--- src/rtl/calc_resp_merge.sv ---
// calc_resp_merge: merges NCH response channels, each buffered in its own FIFO, onto one registered port.
// Latency: 2 cycles from the input sample edge to the output (write edge, then grant edge). There is no bypass.
// Backpressure: none toward the sources. A push to a full FIFO that is not popped is dropped and flagged in ovf.

// calc_resp_merge_fifo: generic DEPTH-entry FIFO with pointers that wrap and an occupancy count.
// Latency: an entry written at edge k is visible on head_* after edge k; pop is combinational on the head.
// Backpressure: a push to a full FIFO is accepted only when a pop happens at the same edge; otherwise drop pulses.
module calc_resp_merge_fifo #(
  parameter int W     = 34,
  parameter int DEPTH = 4
) (
  input  logic         c_clk,
  input  logic         reset,
  input  logic         push_vld,
  input  logic [W-1:0] push_dat,
  input  logic         pop_rdy,
  output logic         head_vld,
  output logic [W-1:0] head_dat,
  output logic         drop
);
  localparam int AW = $clog2(DEPTH);
  localparam int CW = AW + 1;

  logic [W-1:0]  mem_q [DEPTH];
  logic [W-1:0]  mem_d [DEPTH];
  logic [AW-1:0] rd_ptr_q, rd_ptr_d;
  logic [AW-1:0] wr_ptr_q, wr_ptr_d;
  logic [CW-1:0] cnt_q, cnt_d;
  logic          do_pop;
  logic          do_push;

  assign head_vld = (cnt_q != '0);
  assign head_dat = mem_q[rd_ptr_q];

  // Next-state: a pop frees the head slot first, so a full FIFO can take a push on the same edge
  always_comb begin
    do_pop   = pop_rdy && (cnt_q != '0);
    do_push  = push_vld && ((cnt_q != CW'(DEPTH)) || do_pop);
    drop     = push_vld && !do_push;
    mem_d    = mem_q;
    rd_ptr_d = rd_ptr_q;
    wr_ptr_d = wr_ptr_q;
    cnt_d    = cnt_q;
    if (do_push) begin
      mem_d[wr_ptr_q] = push_dat;
      wr_ptr_d        = wr_ptr_q + AW'(1);
    end
    if (do_pop) begin
      rd_ptr_d = rd_ptr_q + AW'(1);
    end
    case ({do_push, do_pop})
      2'b10:   cnt_d = cnt_q + CW'(1);
      2'b01:   cnt_d = cnt_q - CW'(1);
      default: cnt_d = cnt_q;
    endcase
  end

  // State registers; reset empties the FIFO and discards anything buffered
  always_ff @(posedge c_clk) begin
    if (reset) begin
      rd_ptr_q <= '0;
      wr_ptr_q <= '0;
      cnt_q    <= '0;
      for (int j = 0; j < DEPTH; j++) begin
        mem_q[j] <= '0;
      end
    end else begin
      rd_ptr_q <= rd_ptr_d;
      wr_ptr_q <= wr_ptr_d;
      cnt_q    <= cnt_d;
      for (int j = 0; j < DEPTH; j++) begin
        mem_q[j] <= mem_d[j];
      end
    end
  end
endmodule

module calc_resp_merge #(
  parameter int NCH      = 4,
  parameter int DW       = 32,
  parameter int DEPTH    = 4,
  parameter int ARB_MODE = 1
) (
  input  logic                     c_clk,
  input  logic                     reset,
  input  logic [2*NCH-1:0]         in_resp,
  input  logic [DW*NCH-1:0]        in_data,
  output logic [1:0]               out_resp,
  output logic [DW-1:0]            out_data,
  output logic [$clog2(NCH)-1:0]   out_chan,
  output logic [NCH-1:0]           ovf
);
  localparam int CHW = $clog2(NCH);

  typedef struct packed {
    logic [1:0]    resp;
    logic [DW-1:0] data;
  } ent_t;

  ent_t           push_dat [NCH];
  ent_t           head_dat [NCH];
  logic [NCH-1:0] push_vld;
  logic [NCH-1:0] head_vld;
  logic [NCH-1:0] pop_rdy;
  logic [NCH-1:0] drop;

  logic           gnt_vld;
  logic [CHW-1:0] gnt_idx;

  logic [CHW-1:0] rr_ptr_q, rr_ptr_d;
  logic [1:0]     out_resp_q, out_resp_d;
  logic [DW-1:0]  out_data_q, out_data_d;
  logic [CHW-1:0] out_chan_q, out_chan_d;
  logic [NCH-1:0] ovf_q, ovf_d;

  for (genvar i = 0; i < NCH; i++) begin : g_ch
    // A zero response code means no response, so it is never stored
    assign push_vld[i]      = (in_resp[2*i +: 2] != 2'b00);
    assign push_dat[i].resp = in_resp[2*i +: 2];
    assign push_dat[i].data = in_data[DW*i +: DW];

    calc_resp_merge_fifo #(
      .W     ($bits(ent_t)),
      .DEPTH (DEPTH)
    ) u_fifo (
      .c_clk    (c_clk),
      .reset    (reset),
      .push_vld (push_vld[i]),
      .push_dat (push_dat[i]),
      .pop_rdy  (pop_rdy[i]),
      .head_vld (head_vld[i]),
      .head_dat (head_dat[i]),
      .drop     (drop[i])
    );
  end

  // Arbiter: pick one non-empty FIFO, either lowest index or the first one found starting at rr_ptr
  always_comb begin
    int idx;
    gnt_vld = 1'b0;
    gnt_idx = '0;
    idx     = 0;
    if (ARB_MODE == 0) begin
      // Scan downward so the lowest eligible index is the last one written
      for (int i = NCH - 1; i >= 0; i--) begin
        if (head_vld[CHW'(i)]) begin
          gnt_vld = 1'b1;
          gnt_idx = CHW'(i);
        end
      end
    end else begin
      // Scan the rotated order downward so the first channel at or after rr_ptr wins
      for (int k = NCH - 1; k >= 0; k--) begin
        idx = int'(rr_ptr_q) + k;
        if (idx >= NCH) begin
          idx = idx - NCH;
        end
        if (head_vld[CHW'(idx)]) begin
          gnt_vld = 1'b1;
          gnt_idx = CHW'(idx);
        end
      end
    end
    pop_rdy = gnt_vld ? (NCH'(1) << gnt_idx) : '0;
  end

  // Output and pointer next-state: load the granted head entry, or the idle pattern when nothing is granted
  always_comb begin
    out_resp_d = 2'b00;
    out_data_d = '0;
    out_chan_d = '0;
    rr_ptr_d   = rr_ptr_q;
    if (gnt_vld) begin
      out_resp_d = head_dat[gnt_idx].resp;
      out_data_d = head_dat[gnt_idx].data;
      out_chan_d = gnt_idx;
      rr_ptr_d   = (gnt_idx == CHW'(NCH - 1)) ? '0 : gnt_idx + CHW'(1);
    end
    ovf_d = ovf_q | drop;
  end

  // Registered outputs, round-robin pointer and sticky overflow flags
  always_ff @(posedge c_clk) begin
    if (reset) begin
      rr_ptr_q   <= '0;
      out_resp_q <= 2'b00;
      out_data_q <= '0;
      out_chan_q <= '0;
      ovf_q      <= '0;
    end else begin
      rr_ptr_q   <= rr_ptr_d;
      out_resp_q <= out_resp_d;
      out_data_q <= out_data_d;
      out_chan_q <= out_chan_d;
      ovf_q      <= ovf_d;
    end
  end

  assign out_resp = out_resp_q;
  assign out_data = out_data_q;
  assign out_chan = out_chan_q;
  assign ovf      = ovf_q;

  // Idle cycles must carry an all-zero payload and channel index
  a_idle_clean : assert property (@(posedge c_clk) disable iff (reset)
    (out_resp_q == 2'b00) |-> ((out_data_q == '0) && (out_chan_q == '0)));
endmodule

--- config.mk ---
export PLATFORM = sky130hd
export DESIGN_NAME = calc_resp_merge
export DESIGN_NICKNAME = d
export VERILOG_FILES = /design/src/rtl/calc_resp_merge.sv
export SDC_FILE = /design/constraint.sdc
export NUM_CORES = 1
export LEC_CHECK = 0
export BUFFER_PORTS_ARGS = -buffer_cell sky130_fd_sc_hd__buf_2
export CAP_MARGIN = 15
export CORE_MARGIN = 2
export CORE_UTILIZATION = 40
export CTS_BUF_LIST = sky130_fd_sc_hd__clkbuf_4
export DETAILED_ROUTE_END_ITERATION = 16
export GPL_ROUTABILITY_DRIVEN = 0
export SLEW_MARGIN = 20
export SYNTH_ARGS = -nofsm -noshare
export SYNTH_HDL_FRONTEND = slang
export SYNTH_HIERARCHICAL = 1
export SYNTH_SLANG_ARGS = --single-unit
--- constraint.sdc ---
create_clock -name c_clk -period 3.78 [get_ports c_clk]
set_input_delay 0.567 -clock c_clk [delete_from_list [all_inputs] [get_ports c_clk]]
set_output_delay 0.567 -clock c_clk [all_outputs]
set_load 0.1 [all_outputs]
Yosys cells after proc, flatten, opt, wreduce, memory -nomap -nowiden

Cells that the tools add are included.

$add $sub $neg: 24
$lt $le $gt $ge: 21
Equality and inequality tests: 13
Shifts and indexed selects: 1
Multiplexer cells: 57
Bitwise gates (word level): 11
Reductions and logical operators: 37

Operators by type and width:

| operator                                                                      | number |
|---|---|
| 136-bit bitwise mux                                                           | 4 |
| 34-bit two-way mux                                                            | 14 |
| 34-bit binary-select mux with 2-bit select                                    | 5 |
| 34-bit demux with 2-bit select                                                | 4 |
| 3-bit >= comparator (second input constant)                                   | 12 |
| 2-bit NOT with 3-bit output                                                   | 9 |
| 3-bit one-hot mux with 2 select lines                                         | 4 |
| 2-bit by 1-bit adder with 2-bit output (second input constant)                | 9 |
| 2-bit two-way mux                                                             | 9 |
| 1-bit logical AND                                                             | 16 |
| 2-bit by 4-bit less-than comparator with 1-bit output (second input constant) | 4 |
| 2-bit nonzero test                                                            | 8 |
| 3-bit by 1-bit adder with 3-bit output (second input constant)                | 4 |
| 3-bit by 1-bit less-than comparator with 1-bit output (second input constant) | 4 |
| 1-bit two-way mux                                                             | 12 |
| 3-bit inequality test (second input constant)                                 | 4 |
| 3-bit nonzero test                                                            | 4 |
| 3-bit by 1-bit subtractor with 3-bit output (second input constant)           | 4 |
| 2-bit equality test (second input constant)                                   | 5 |
| 1-bit binary-select mux with 2-bit select                                     | 4 |
| 2-bit by 1-bit equality test with 1-bit output (second input constant)        | 4 |
| 2-bit by 1-bit subtractor with 2-bit output (second input constant)           | 4 |
| 2-bit by 2-bit adder with 3-bit output (second input constant)                | 2 |
| 1-bit zero test                                                               | 4 |
| other kinds (8)                                                               | 11 |

Flip-flop bits (word level): 614
Input bits: 138
Output and inout port bits: 40
Logic and storage cells: 197

Logic depth before layout (Yosys ltp)

Gate-level depths: netlist of the first run.

Depth in word-level cells: 18
Gate-level depth with buffers: 20
Gate-level depth less buffers: 16

Hierarchy

The synthesis of the first run kept the hierarchy.

Modules (own cells, without submodules):

| module                                     | times used | cells each | area an instance (µm²) | sequential area each (µm²) |
|---|---|---|---|---|
| calc_resp_merge_fifo at g_ch[0].u_fifo ... | 3          | 584        | 6706.4                 | 2862.7 |
| calc_resp_merge_fifo at g_ch[3].u_fifo     | 1          | 572        | 6623.9                 | 2862.7 |
| calc_resp_merge                            | 1          | 200        | 2353.5                 | 840.8 |

Least setup slack after synthesis of the first run

OpenSTA, ideal clock, no wires.

Path kind: register to register
Start point: register g_ch[1].u_fifo.cnt_q[2]
End point: register g_ch[3].u_fifo.cnt_q[2]
Library setup time: 0.070 ns
Arrival time: 3.896 ns
Required time: 3.710 ns
Slack: -0.186 ns
Stages on the path, launching flop included: 21
Buffers on the path: 4
Period minus slack after synthesis: 3.966 ns
Cell sequence: dfxtp_1 -> buf_2 -> or3_1 -> nor2b_1 -> nor3_1 -> o22ai_2 -> buf_6 -> buf_6 -> inv_2 -> ha_1 -> nor2b_1 -> or4b_1 -> buf_6 -> and2_1 -> inv_1 -> ha_1 -> inv_1 -> fa_1 -> xor2_1 -> or3_1 -> a21oi_1

Cells in the longest elaborated chain, start to end: 15
Elaborated cells between the ends (all ways): 30
Classes of those cells: 2 x eq/ne; 1 x shift; 22 x mux; 5 x reduce/logical

Ends and longest elaborated chain:

| item                                                                                  | RTL line | RTL |
|---|---|---|
| start: declaration                                                                    | 28       | `logic [CW-1:0] cnt_q, cnt_d;` |
| start signal: assignment                                                              | 70       | `cnt_q <= cnt_d;` |
| 3-bit nonzero test (*)                                                                | 32       | `assign head_vld = (cnt_q != '0);` |
| via head_vld[1]                                                                       | 103      | `logic [NCH-1:0] head_vld;` |
| 1-bit binary-select mux with 2-bit select                                             | 158      | `if (head_vld[CHW'(idx)]) begin` |
| 1-bit two-way mux (implied by the code) (2 in a row)                                  | 158      |  |
| 2-bit two-way mux (4 in a row)                                                        | 158      |  |
| 1-bit by 2-bit left shift with 4-bit output                                           | 164      | `pop_rdy = gnt_vld ? (NCH'(1) << gnt_idx) : '0;` |
| 4-bit two-way mux (*)                                                                 | 164      |  |
| via pop_rdy[3]                                                                        | 104      | `logic [NCH-1:0] pop_rdy;` |
| 1-bit logical AND (*)                                                                 | 37       | `do_pop = pop_rdy && (cnt_q != '0);` |
| 1-bit logical OR                                                                      | 38       | `do_push = push_vld && ((cnt_q != CW'(DEPTH)) \|\| do_pop);` |
| 1-bit logical AND                                                                     | 38       |  |
| 2-bit by 1-bit equality test with 1-bit output or 2-bit equality test (tied branches) | 51       | `case ({do_push, do_pop})` |
| 3-bit one-hot mux with 2 select lines or 2-bit nonzero test (tied branches)           | --       |  |
| end signal: assignment                                                                | 70       |  |
| end: declaration                                                                      | 28       |  |

Mark *: on every way through the listed nets, which the timed path passes. The rest lies on a longest branch. The select of a mux whose other input is x is not followed.
A chain may end at the register's enable or synchronous reset.

Worst setup path in the final report of the first run

Start point: register g_ch[3].u_fifo.cnt_q[1]
End point: register g_ch[3].u_fifo.cnt_q[2]

Cells in the longest elaborated chain, start to end: 15
Elaborated cells between the ends (all ways): 33
Classes of those cells: 2 x add/sub; 3 x eq/ne; 1 x shift; 22 x mux; 5 x reduce/logical

Ends and longest elaborated chain:

| item                                                                                  | RTL line |
|---|---|
| 3-bit nonzero test (*)                                                                | 32 |
| via head_vld[3]                                                                       | 103 |
| 1-bit binary-select mux with 2-bit select                                             | 158 |
| 1-bit two-way mux (implied by the code) (2 in a row)                                  | 158 |
| 2-bit two-way mux (4 in a row)                                                        | 158 |
| 1-bit by 2-bit left shift with 4-bit output                                           | 164 |
| 4-bit two-way mux (*)                                                                 | 164 |
| via pop_rdy[3]                                                                        | 104 |
| 1-bit logical AND (*)                                                                 | 37 |
| 1-bit logical OR                                                                      | 38 |
| 1-bit logical AND                                                                     | 38 |
| 2-bit by 1-bit equality test with 1-bit output or 2-bit equality test (tied branches) | 51 |
| 3-bit one-hot mux with 2 select lines or 2-bit nonzero test (tied branches)           | -- |

Marks and branches as above.

==> impl_summary.log, run 1 <==
[metrics] clk buf depth: 3
[metrics] compound-gate portion of the synthesized area: 0.0269
[metrics] switching component of the power: 8.31 mW
[metrics] reg2reg setup slack: around 0.14 ns
[metrics] synthesized flop and latch total: 614
[metrics] wire length of the first global-routing pass: between 100000 and 150000 µm
[metrics] TritonRoute pass-1 iters: 5
[metrics] endpoint required time on the critical path: 4.65 ns
[metrics] TritonCTS clock tree: yes
[metrics] number of placement rows: between 90 and 100
[metrics] path category of the worst min-delay check: in -> reg
[metrics] max-slew violation count: 0
[metrics] WL per Instance: 18.5 µm
[metrics] finished layout cell area: 0.0340 mm²
[metrics] share of cell area taken by muxes after synthesis: 0.316
[metrics] CP Capture Type: flip-flop
[metrics] power density normalized to cell area: approximately 640 mW/mm²
[metrics] Synth async-reset ratio: 0
[metrics] cell type with the highest aggregate area in the netlist: dfxtp_1
[metrics] switching power share of the total: 0.379
[metrics] area used by sequential logic in the layout: 0.0123 mm²
[metrics] WP data arrival: ~4.5 ns
[metrics] Net Count, Synth: 2684
[metrics] top cells by area, synth: dfxtp_1 (42%), mux2i_1 (21%), nand2b_1 (15%), mux4_2 (11%), clkbuf_1 (1.4%)
[metrics] status: complete, no violations
[metrics] origin of the critical flop-to-flop path: g_ch[3].u_fifo/cnt_q[1]$_SDFFE_PP0P_
[metrics] core outline area: 0.0717 mm²
[metrics] count of nets left with antenna violations after detail routing: 0
[metrics] crit start category: flip-flop
[metrics] number of warning messages in the yosys log: 6
[metrics] total of max-cap violations: 0
[metrics] worst setup skew after layout: 0.0418 ns
[metrics] xor and xnor area share after synthesis: 0.00482
[metrics] Clk pwr share: 0.268
[metrics] count of unresolved DRC violations after routing: 0
[metrics] Post-Synth Simple-Gate Area: 0.170
[metrics] Period Utilization, post-route: 0.964
[metrics] average footprint of a synthesized cell: 11.5 µm²
[metrics] First DRT Iteration DRCs: approximately 1100
[metrics] actual transition at the worst max-transition pin: 0.838 ns
[metrics] total negative slack for setup checks: 0 ns
[metrics] setup repair after global routing missed its margin: no
[metrics] Final Critical Period: 3.64 ns
[metrics] maximum number of pins on one net before global-route repair: 255
[metrics] clock tree sinks: 614
[metrics] effective utilization at floorplan: 0.406
[metrics] synthesis-to-layout area growth: 16.9%
[metrics] count of hold buffers inserted by post-cts repair: 137
[metrics] critical path endpoint: g_ch[3].u_fifo/cnt_q[2]$_SDFFE_PP0P_
[metrics] final-layout fill cell count: 6603
[metrics] Worst Reg2Reg Path Length in Cells: 15
[metrics] share of the yosys chip area belonging to registers: 0.422
[metrics] y dimension of the die: 274 µm
[metrics] area after detailed placement: 0.0306 mm²
[metrics] floorplan die area: 0.0749 mm²
[metrics] IO Port Bufs: about 180
[metrics] CTS root buffer: clkbuf_4
[metrics] Max Fanout on Critical Path: 6
[metrics] number of buffers created by CTS: around 170
[metrics] Netlist cell types: 50
[metrics] count of vias placed by the detailed router: 19600
[metrics] multi-input combinational cell area: 0.0155 mm²
[metrics] chip width: 274 µm
[metrics] vias in the first global route: 21000
[metrics] final wirelength: 72400 µm
[metrics] global-route total usage across every layer: 0.193
[metrics] DR vias/cell: 5.02
[metrics] combined area of all synthesized cells: approximately 0.029 mm²
[metrics] internal power consumption: 13.6 mW
[metrics] dominant combinational cell family by area after synthesis: multiplexers
[metrics] worst relative slew slack: 0.441
[metrics] Setup WS pre-CTS: 0.134 ns
[metrics] # nets final: 3008
[metrics] proportion of layout cells with a drive suffix above 1: 0.237
[metrics] clock slew seen by the registers of the worst setup and hold paths: 0.06 ns
[metrics] R2R Path End: g_ch[3].u_fifo/cnt_q[2]$_SDFFE_PP0P_
[metrics] most frequently used flop master after synthesis: dfxtp_1
[metrics] maximum vdd ir drop: 0.000464 V
[metrics] Mapped Cells: 2524
[metrics] Synth top area share: 0.422
[metrics] Worst Setup SP: g_ch[3].u_fifo/cnt_q[1]$_SDFFE_PP0P_
[metrics] antenna violations before repair: 3
[metrics] Worst-Skew Late Latency: 0.97 ns
[metrics] PostCTS Resize Cnt: 0
[metrics] HPWL after detailed placement: ~47000 µm
[metrics] overall power consumption: ~22 mW
[metrics] number of synthesized flops with an enable pin: 0
[metrics] io pins: between 150 and 200
[metrics] Leak Pwr: roughly 15 nW
[metrics] Worst Hold Launch: reset
[metrics] proportion of power drawn by combinational gates: 0.365
[metrics] total congestion overflow after global routing: 0
[metrics] number of endpoints failing setup at the final stage: 0
[metrics] setup bufs post-CTS: 0
[metrics] share of total power in sequential cells: 0.366
[metrics] critical path class: reg -> reg
[metrics] maximum level of the CTS H-tree: 4
[metrics] upper clock frequency limit: 275 MHz
[metrics] final worst setup slack: 0.137 ns
[metrics] final hold violation count: 0
[metrics] post-synthesis share of cell area spent on full adders, half adders and majority gates: 0.0105
how the worst min path moves through the flow:
stage	endpoint	slack (ns)	cells after the start
floorplan	g_ch[0].u_fifo/mem_q[68]$_SDFFE_PP0P_	0.45	2
CTS	g_ch[0].u_fifo/mem_q[106]$_SDFFE_PP0P_	0.03	3
detailed placement	ovf[0]$_SDFF_PP0_	0.45	2
global placement	ovf[0]$_SDFF_PP0_	0.44	2
finish	g_ch[1].u_fifo/mem_q[86]$_SDFFE_PP0P_	0.18	3
global route	g_ch[1].u_fifo/mem_q[69]$_SDFFE_PP0P_	0.12	3
worst max-delay path: stages, from the launching register on:
cell	delay, ns
dfxtp_1	0.35
or3_4	0.45
o221a_1	0.32
o22ai_4	0.15
inv_4	0.06
ha_4	0.15
nor2b_4	0.13
or4b_1	0.54
and2_4	0.19
inv_2	0.06
ha_4	0.13
inv_2	0.04
fa_2	0.34
xor2_1	0.18
or3_1	0.35
a21oi_1	0.13
cells in the final DEF, fill, tap and decap left out, types with 4 or more instances in the layout:
master         instances
mux4_2               136
o22ai_2               31
mux2i_1              613
inv_1                 24
xor2_1                15
nand2b_1             684
ha_1                  16
nor3_1                 4
dfxtp_2                7
nand3_2               12
buf_4                 30
dlygate4sd3_1        137
o21ai_0                8
a21oi_1                9
or2_2                  7
buf_2                176
nand3_1               20
o31ai_1                7
buf_12                18
inv_2                  9
clkbuf_4             247
o311ai_0               4
nor2_1                38
clkinv_1              19
dfxtp_1              607
clkinv_2               5
or3_1                  6
o21bai_1               4
and3_4                 4
o2111ai_1              6
and3_1                 4
cells in the mapped netlist, drive strengths merged, types with 6 or more instances:
master / number
o21ai: 9
and3: 8
or3: 8
a21oi: 9
or2: 7
xor2: 15
dfxtp: 614
mux4: 136
buf: 96
nand2b: 684
o22ai: 35
inv: 30
mux2i: 613
o2111ai: 6
nand3: 32
clkbuf: 111
nor2: 38
ha: 18
o31ai: 7
layer usage:
layer / GRT usage / up-vias / wire, µm
li1: - / 9485 / -
met2: 0.307 / 366 / 33200
met1: 0.257 / 9678 / 35100
met5: 0 / - / 0
met4: 0.0719 / 0 / 1430
met3: 0.0418 / 104 / 2690
power by group through the flow:
stage                     Sequential, mW  Clock [mW]  Combinational [mW]
after floorplan                     9.18           0                5.31
after global placement              8.11           0                7.76
after detailed placement            8.16           0                7.90
after CTS                           8.02        6.10                8.04
after global routing                8.11        6.42                8.47
final                               8.02        5.87                8.00
logic make-up after synthesis:
| logic type | count (synthesis) |
|---|---|
| simple gates | 799 |
| mux | 749 |
| flops | 614 |
| xor+xnor | 16 |
| fa+ha+maj | 22 |
| compound gates | 87 |
| buf+inv | 237 |
stage by stage:
stage	instances	hold WS, ns	utilization
2_1_floorplan	2524	0.445	-
3_3_place_gp	3492	0.444	0.426
3_5_place_dp	3492	0.447	0.426
4_1_cts	3908	0.0316	0.474
5_1_grt	3910	0.121	0.474
6_report	3910	0.178	0.474
final cells by class:
cell class	count	area share
diodes	2	0.000147
clock inverters	32	0.00615
well taps	950	0.0350
repair buffers	362	0.0839
inverters	30	0.00339
flip-flops and latches	614	0.362
multi-input cells	1673	0.455
clock buffers	247	0.0545
sequential cells by signal, summed over array words and instances, names as in the netlist:
| register | count |
|---|---|
| g_ch.u_fifo/cnt_q | 12 |
| g_ch.u_fifo/mem_q | 544 |
| g_ch.u_fifo/rd_ptr_q | 8 |
| g_ch.u_fifo/wr_ptr_q | 8 |
| out_chan | 2 |
| out_data | 32 |
| out_resp | 2 |
| ovf | 4 |
| rr_ptr_q | 2 |
No activity file was read; power rests on OpenSTA's default activity.
==> run 2, diff against run 1 <==
--- a/config.mk
+++ b/config.mk
@@ -12,6 +12,7 @@
 export CTS_BUF_LIST = sky130_fd_sc_hd__clkbuf_4
 export DETAILED_ROUTE_END_ITERATION = 16
 export GPL_ROUTABILITY_DRIVEN = 0
+export RECOVER_POWER = 100
 export SLEW_MARGIN = 20
 export SYNTH_ARGS = -nofsm -noshare
 export SYNTH_HDL_FRONTEND = slang
==> run 2 against run 1 <==
Clock power barely moved. Via count shrank 0.25%. Critical endpoint unchanged. Worst setup slack got worse by 0.0017 ns. Sequential cell count is the same. Clock skew rose by 0.0016 ns. Final area fell by 0.69%. Critical path depth is the same. Worst hold slack improved by 0.0025 ns. Wire length is essentially flat.
==> impl_summary.log, run 2 (synthesis gave the netlist of run 1 again) <==
[metrics] cell type of the slowest stage on the worst timing path: or4b_1 (unchanged)
[metrics] cell chain of the critical path: or3_4 -> o221a_1 -> o22ai_4 -> inv_4 -> ha_4 -> nor2b_4 -> or4b_1 -> and2_4 -> inv_2 -> ha_4 -> inv_2 -> fa_2 -> xor2_1 -> or3_1 -> a21oi_1 (unchanged)
[metrics] Leak Pwr: 14.6 nW (was 14.8 nW)
[metrics] most frequent cells in the layout: nand2b_1 (684), mux2i_1 (613), dfxtp_1 (607), clkbuf_4 (255), dlygate4sd3_1 (137) (was nand2b_1 (684), mux2i_1 (613), dfxtp_1 (607), clkbuf_4 (247), buf_2 (176))
[metrics] maximum vdd ir drop: 0.000461 V (was 0.000464 V)
[metrics] Worst-Skew Late Latency: 0.95 ns (was 0.97 ns)
[metrics] Largest register FFs: 544 (unchanged)
[metrics] global-route total usage across every layer: 0.193 (unchanged)
[metrics] Post-Place Cells: 3492 (unchanged)
[metrics] # nets final: 3008 (unchanged)
[metrics] wire length of the first global-routing pass: 113000 µm (unchanged)
[metrics] total congestion overflow after global routing: 0 (unchanged)
[metrics] CP Capture Type: flip-flop (unchanged)
[metrics] number of buffers created by CTS: 167 (unchanged)
[metrics] actual transition at the worst max-transition pin: 1.19 ns (was 0.838 ns)
[metrics] effective utilization at floorplan: 0.406 (unchanged)
[metrics] worst setup skew after layout: 0.0433 ns (was 0.0418 ns)
[metrics] gate family responsible for the most delay along the worst path: simple AND/OR/NAND/NOR gates (unchanged)
[metrics] multi-input combinational cell area: 0.0154 mm² (was 0.0155 mm²)
[metrics] minimum hold slack: 0.181 ns (was 0.178 ns)
[metrics] WP data arrival: 4.51 ns (about the same)
[metrics] count of nets left with antenna violations after detail routing: 0 (unchanged)
[metrics] Final Critical Period: 3.64 ns (about the same)
[metrics] CTS root buffer: clkbuf_4 (unchanged)
[metrics] proportion of layout cells with a drive suffix above 1: 0.219 (was 0.237)
[metrics] antenna violations before repair: 2 (was 3)
[metrics] worst relative slew slack: 0.210 (was 0.441)
[metrics] path category of the worst min-delay check: in -> reg (unchanged)
[metrics] Period Utilization, post-route: 0.964 (about the same)
[metrics] most frequent standard cell in the layout excluding fill and tap cells: nand2b_1 (unchanged)
[metrics] number of placement rows: 98 (unchanged)
[metrics] y dimension of the die: 274 µm (unchanged)
[metrics] delay of the slowest cell on the worst path: 0.55 ns (was 0.54 ns)
[metrics] count of vias placed by the detailed router: 19600 (about the same)
[metrics] Max Fanout on Critical Path: 6 (unchanged)
[metrics] vias in the first global route: 21000 (unchanged)
[metrics] power density normalized to cell area: 643 mW/mm² (was 644 mW/mm²)
[metrics] TritonRoute pass-1 iters: 5 (unchanged)
[metrics] max-slew violation count: 0 (unchanged)
[metrics] IO Port Bufs: 177 (unchanged)
[metrics] floorplan die area: 0.0749 mm² (unchanged)
[metrics] status: complete, no violations (unchanged)
[metrics] setup repair after global routing missed its margin: no (unchanged)
[metrics] First DRT Iteration DRCs: 1137 (was 1141)
[metrics] final worst setup slack: 0.136 ns (was 0.137 ns)
[metrics] PostCTS Resize Cnt: 0 (unchanged)
[metrics] area used by sequential logic in the layout: 0.0123 mm² (unchanged)
[metrics] clk buf depth: 3 (unchanged)
[metrics] chip width: 274 µm (unchanged)
[metrics] synthesis-to-layout area growth: 16.0% (was 16.9%)
[metrics] core outline area: 0.0717 mm² (unchanged)
[metrics] DR vias/cell: 5.01 (was 5.02)
[metrics] maximum number of pins on one net before global-route repair: 255 (unchanged)
[metrics] endpoint required time on the critical path: 4.65 ns (about the same)
[metrics] register name with the most flops: g_ch.u_fifo/mem_q (unchanged)
[metrics] final hold violation count: 0 (unchanged)
[metrics] number of buffer and inverter stages on the critical path: 3 (unchanged)
[metrics] final wirelength: 72400 µm (about the same)
[metrics] HPWL after detailed placement: 47200 µm (unchanged)
[metrics] io pins: 178 (unchanged)
[metrics] final-layout fill cell count: 6659 (was 6603)
[metrics] maximum level of the CTS H-tree: 4 (unchanged)
[metrics] WL per Instance: 18.5 µm (about the same)
[metrics] TritonCTS clock tree: yes (unchanged)
[metrics] count of unresolved DRC violations after routing: 0 (unchanged)
[metrics] count of non-filler cells in the finished layout: 3910 (unchanged)
[metrics] upper clock frequency limit: 274 MHz (was 275 MHz)
[metrics] clock tree sinks: 614 (unchanged)
[metrics] total of max-cap violations: 0 (unchanged)
[metrics] clock slew seen by the registers of the worst setup and hold paths: 0.06 ns (about the same)
[metrics] critical path class: reg -> reg (unchanged)
[metrics] Setup WS pre-CTS: 0.134 ns (unchanged)
[metrics] number of endpoints failing setup at the final stage: 0 (unchanged)
[metrics] utilization of the core after routing: 0.471 (was 0.474)
[metrics] crit start category: flip-flop (unchanged)
[metrics] overall power consumption: 21.7 mW (was 21.9 mW)
[run 2: cell count changes in the layout (fill, tap and decap cells not counted), sizes merged]
cell,before,now
clkbuf,247,301
buf,225,171
[run 2: cell type report]
cell class	instances	area share
timing repair buffer	362	0.0790
clock inverter	32	0.00619
inverter	30	0.00341
multi-input combinational	1673	0.457
sequential	614	0.364
antenna	2	0.000148
tap	950	0.0352
clock buffer	247	0.0549
[run 2: tightest hold or removal path, stage by stage]
cell and delay [ns]:
buf_8 0.20, nand2b_1 0.19, mux2i_1 0.12
[run 2: per-stage QoR]
step                area [µm²]  setup TNS [ns]
finish                   33800               0
global route             33800               0
CTS                      34000               0
detailed placement       30600               0
global placement         30600               0
floorplan                29200         -0.0538
[run 2: final timing paths]
check	from	end	slack, ns	cells after the start
worst max-delay path	g_ch[3].u_fifo/cnt_q[1]$_SDFFE_PP0P_	g_ch[3].u_fifo/cnt_q[2]$_SDFFE_PP0P_	0.14	15
worst max register to register	g_ch[3].u_fifo/cnt_q[1]$_SDFFE_PP0P_	g_ch[3].u_fifo/cnt_q[2]$_SDFFE_PP0P_	0.14	15
worst min register to register	g_ch[2].u_fifo/mem_q[68]$_SDFFE_PP0P_	g_ch[2].u_fifo/mem_q[68]$_SDFFE_PP0P_	0.47	2
worst min-delay path	reset	g_ch[1].u_fifo/mem_q[117]$_SDFFE_PP0P_	0.18	3
[run 2: where the power goes]
| part | total [mW] | internal [mW] | switching, mW |
|---|---|---|---|
| Clock | 5.87 | 3.16 | 2.71 |
| Sequential | 8.02 | 7.38 | 0.639 |
| Combinational | 7.82 | 2.90 | 4.92 |
| Total | 21.7 | 13.4 | 8.26 |
[run 2: metal layers]
layer  up-vias  global-route usage  share of wire  wire [µm]
met5         -                   0              0          0
met2       366               0.307           0.45      32900
met1      9627               0.257           0.49      35100
li1       9480                   -              -          -
met4         0              0.0719          0.022       1590
met3       110              0.0418          0.038       2770
[run 2: repair_timing]
item / in CTS / in global routing
hold buffers: 137 / 0
hold endpoints to repair: 545 / 0
buffers inserted: 0 / 0
==> run 3, diff against run 2 <==
--- a/config.mk
+++ b/config.mk
@@ -5,6 +5,7 @@
 export SDC_FILE = /design/constraint.sdc
 export NUM_CORES = 1
 export LEC_CHECK = 0
+export ABC_AREA = 1
 export BUFFER_PORTS_ARGS = -buffer_cell sky130_fd_sc_hd__buf_2
 export CAP_MARGIN = 15
 export CORE_MARGIN = 2
==> run 3 against run 2 <==
The flow now finishes with violations (capacitance limit, slew limit). Non-clock buffer count grew 38. Worst hold slack improved by 0.19 ns. Clock-buffer cell count up 27. Synthesized area increased by 4.6%. Combinational power rose by 76%. Die area up 4.5%. Critical endpoint is now g_ch[2].u_fifo/mem_q[67]$_SDFFE_PP0P_.
==> impl_summary.log, run 3 <==
[metrics] total congestion overflow after global routing: 0 (unchanged)
[metrics] WL per Instance: 18.1 µm (was 18.5 µm)
[metrics] Mapped Cells: 4367 (was 2524)
[metrics] final-layout fill cell count: 7973 (was 6659)
[metrics] DR vias/cell: 5.32 (was 5.01)
[metrics] chip width: 280 µm (was 274 µm)
[metrics] power density normalized to cell area: 816 mW/mm² (was 643 mW/mm²)
[metrics] TritonRoute pass-1 iters: 6 (was 5)
[metrics] Netlist cell types: 37 (was 50)
[metrics] number of buffers created by CTS: 171 (was 167)
[metrics] share of the yosys chip area belonging to registers: 0.404 (was 0.422)
[metrics] maximum vdd ir drop: 0.000869 V (was 0.000461 V)
[metrics] IO Port Bufs: 177 (unchanged)
[metrics] global-route total usage across every layer: 0.257 (was 0.193)
[metrics] synthesis-to-layout area growth: 14.5% (was 16.0%)
[metrics] leading post-synthesis cells by instance count: nand2_1 (748), dfxtp_1 (614), nand3_1 (527), a21oi_1 (478), inv_1 (457) (was nand2b_1 (684), dfxtp_1 (614), mux2i_1 (613), mux4_2 (136), clkbuf_1 (110))
[metrics] register name with the most flops: g_ch.u_fifo/mem_q (unchanged)
[metrics] average footprint of a synthesized cell: 6.97 µm² (was 11.5 µm²)
[metrics] Synth async-reset ratio: 0 (unchanged)
[metrics] HPWL after detailed placement: 61300 µm (was 47200 µm)
[metrics] core outline area: 0.0756 mm² (was 0.0717 mm²)
[metrics] clock tree sinks: 614 (unchanged)
[metrics] cell type with the highest aggregate area in the netlist: dfxtp_1 (unchanged)
[metrics] Period Utilization, post-route: 0.914 (was 0.964)
[metrics] setup repair after global routing missed its margin: no (unchanged)
[metrics] count of unresolved DRC violations after routing: 0 (unchanged)
[metrics] final hold violation count: 0 (unchanged)
[metrics] critical path class: reg -> reg (unchanged)
[metrics] PostCTS Resize Cnt: 0 (unchanged)
[metrics] top cells by area, synth: dfxtp_1 (40%), nand2_1 (9.2%), nand3_1 (8.7%), a21oi_1 (7.9%), inv_1 (5.6%) (was dfxtp_1 (42%), mux2i_1 (21%), nand2b_1 (15%), mux4_2 (11%), clkbuf_1 (1.4%))
[metrics] final wirelength: 103000 µm (was 72400 µm)
[metrics] worst setup skew after layout: 0.0648 ns (was 0.0433 ns)
[metrics] effective utilization at floorplan: 0.403 (was 0.406)
[metrics] most frequently used flop master after synthesis: dfxtp_1 (unchanged)
[metrics] max-slew violation count: 21 (was 0)
[metrics] violated checks: capacitance limit, slew limit
[metrics] most frequent standard cell in the layout excluding fill and tap cells: nand2_1 (was nand2b_1)
[metrics] upper clock frequency limit: 289 MHz (was 274 MHz)
[metrics] Final Critical Period: 3.46 ns (was 3.64 ns)
[metrics] floorplan die area: 0.0783 mm² (was 0.0749 mm²)
[metrics] antenna violations before repair: 6 (was 2)
[metrics] synthesized flop and latch total: 614 (unchanged)
[metrics] count of vias placed by the detailed router: 30300 (was 19600)
[metrics] # nets final: 4735 (was 3008)
[metrics] clock slew seen by the registers of the worst setup and hold paths: 0.07 ns (was 0.06 ns)
[metrics] crit start category: flip-flop (unchanged)
[metrics] maximum level of the CTS H-tree: 4 (unchanged)
[metrics] Synth top area share: 0.404 (was 0.422)
[metrics] wire length of the first global-routing pass: 159000 µm (was 113000 µm)
[metrics] Post-Place Cells: 5243 (was 3492)
[metrics] Net Count, Synth: 4527 (was 2684)
[metrics] total of max-cap violations: 1 (was 0)
[metrics] endpoint required time on the critical path: 4.60 ns (was 4.65 ns)
[metrics] Leak Pwr: 14.6 nW (about the same)
[metrics] maximum number of pins on one net before global-route repair: 144 (was 255)
[metrics] total negative slack for setup checks: 0 ns (unchanged)
[metrics] WP data arrival: 4.28 ns (was 4.51 ns)
[metrics] y dimension of the die: 280 µm (was 274 µm)
[metrics] number of endpoints failing setup at the final stage: 0 (unchanged)
[metrics] vias in the first global route: 28100 (was 21000)
[metrics] most frequent cells in the layout: nand2_1 (811), dfxtp_1 (611), nand3_1 (530), a21oi_1 (479), inv_1 (454) (was nand2b_1 (684), mux2i_1 (613), dfxtp_1 (607), clkbuf_4 (255), dlygate4sd3_1 (137))
[metrics] proportion of layout cells with a drive suffix above 1: 0.145 (was 0.219)
[metrics] count leader, synth: nand2_1 (was nand2b_1)
[metrics] path category of the worst min-delay check: in -> reg (unchanged)
[metrics] CP Capture Type: flip-flop (unchanged)
[metrics] Max Fanout on Critical Path: 18 (was 6)
[metrics] actual transition at the worst max-transition pin: 1.54 ns (was 1.19 ns)
[metrics] number of warning messages in the yosys log: 6 (unchanged)
[metrics] count of nets left with antenna violations after detail routing: 0 (unchanged)
[metrics] First DRT Iteration DRCs: 2678 (was 1137)
[metrics] number of placement rows: 101 (was 98)
[metrics] number of synthesized flops with an enable pin: 0 (unchanged)
[metrics] status: finished with violations (was complete, no violations)
[metrics] clk buf depth: 3 (unchanged)
[metrics] worst relative slew slack: -0.0237 (was 0.210)
[metrics] TritonCTS clock tree: yes (unchanged)
[metrics] Largest register FFs: 544 (unchanged)
[metrics] CTS root buffer: clkbuf_4 (unchanged)
[metrics] count of non-filler cells in the finished layout: 5692 (was 3910)
[metrics] io pins: 178 (unchanged)
[metrics] combined area of all synthesized cells: 0.0304 mm² (was 0.0291 mm²)
[metrics] Worst-Skew Late Latency: 1.06 ns (was 0.95 ns)
-- run 3: cell types whose count changed in the layout (fill, tap and decap cells not counted), sizes merged, moves of 141 or more --
cell,delta
inv,+436
o21ai,+247
nand2b,-684
nor2,+347
nand4,+141
nand2,+865
a21oi,+559
mux2i,-613
nand3,+501
-- run 3: area by class of cell --
cell class	count	area (µm²)	area share
Tap cell	978	1220	0.0351
Inverter	469	1770	0.0509
Timing Repair Buffer	400	3000	0.0861
Multi-Input combinational cell	2919	14200	0.408
Antenna cell	6	15.0	0.000431
Sequential cell	614	12300	0.353
Clock buffer	274	2060	0.0590
Clock inverter	32	275	0.00790
-- run 3: kinds of logic (layout without fill, tap and decap cells) --
family	Yosys count	count (layout)	synth area share
AND/OR/NAND/NOR	1969	1969	0.295
AO/OA/AOI/OAI	927	927	0.168
buffers and inverters	834	1175	0.123
flip-flops	614	614	0.404
adder cells (fa/ha/maj)	22	22	0.0100
XOR/XNOR	1	1	0.000288
other	0	6	0
-- run 3: metrics by stage --
stage | area (µm²) | power [mW] | hold WS (ns) | utilization | worst slack [ns]
after floorplan | 30400 | 17.8 | 0.437 | - | 0.540
after global placement | 31400 | 21.8 | 0.443 | 0.416 | 0.473
after detailed placement | 31400 | 21.8 | 0.447 | 0.416 | 0.465
after CTS | 35100 | 28.5 | 0.277 | 0.465 | 0.456
after global routing | 34800 | 30.3 | 0.352 | 0.461 | 0.0467
final | 34800 | 28.4 | 0.372 | 0.461 | 0.324
-- run 3: power by group --
| group | total [mW] | leakage, nW | internal, mW | switching (mW) |
|---|---|---|---|---|
| clock | 6.55 | 1.39 | 3.60 | 2.95 |
| sequential | 8.12 | 5.01 | 7.55 | 0.571 |
| combinational | 13.8 | 8.17 | 3.75 | 10.0 |
-- run 3: what timing repair did --
action                    4_1_cts  5_1_grt
setup buffers                   0        0
hold endpoints to repair      551        0
hold buffers                  137        0
-- run 3: critical path, stage by stage, from the launching register on --
cell,delay [ns]
dfxtp_1,0.56
nand2_1,0.19
nand2_1,0.15
nand2_1,0.06
nand2_1,0.06
nand2_1,0.06
nand3_1,0.07
nand2_1,0.37
nor2_1,0.32
nor2_1,0.09
nand2_2,0.13
nand2_4,0.09
inv_4,0.18
nand2_2,0.34
clkbuf_4,0.39
nand2_1,0.11
a21oi_1,0.06
-- run 3: per-layer routing --
metal | wire length (µm) | track usage | vias to the layer above | share of wire
met5 | 22 | 0 | - | 0.00021
met4 | 3610 | 0.116 | 4 | 0.035
met3 | 8980 | 0.0597 | 209 | 0.087
met2 | 45400 | 0.393 | 1195 | 0.44
met1 | 45200 | 0.344 | 14100 | 0.44
li1 | - | - | 14800 | -
-- run 3: worst paths after layout --
| path | endpoint | slack [ns] | cells after the start | start |
|---|---|---|---|---|
| worst max-delay path | g_ch[2].u_fifo/mem_q[67]$_SDFFE_PP0P_ | 0.32 | 16 | rr_ptr_q[0]$_SDFFE_PP0P_ |
| worst min-delay path | g_ch[0].u_fifo/mem_q[13]$_SDFFE_PP0P_ | 0.37 | 4 | in_data[13] |
| worst max register to register | g_ch[2].u_fifo/mem_q[67]$_SDFFE_PP0P_ | 0.32 | 16 | rr_ptr_q[0]$_SDFFE_PP0P_ |
| worst min register to register | g_ch[1].u_fifo/mem_q[54]$_SDFFE_PP0P_ | 0.46 | 2 | g_ch[1].u_fifo/mem_q[54]$_SDFFE_PP0P_ |
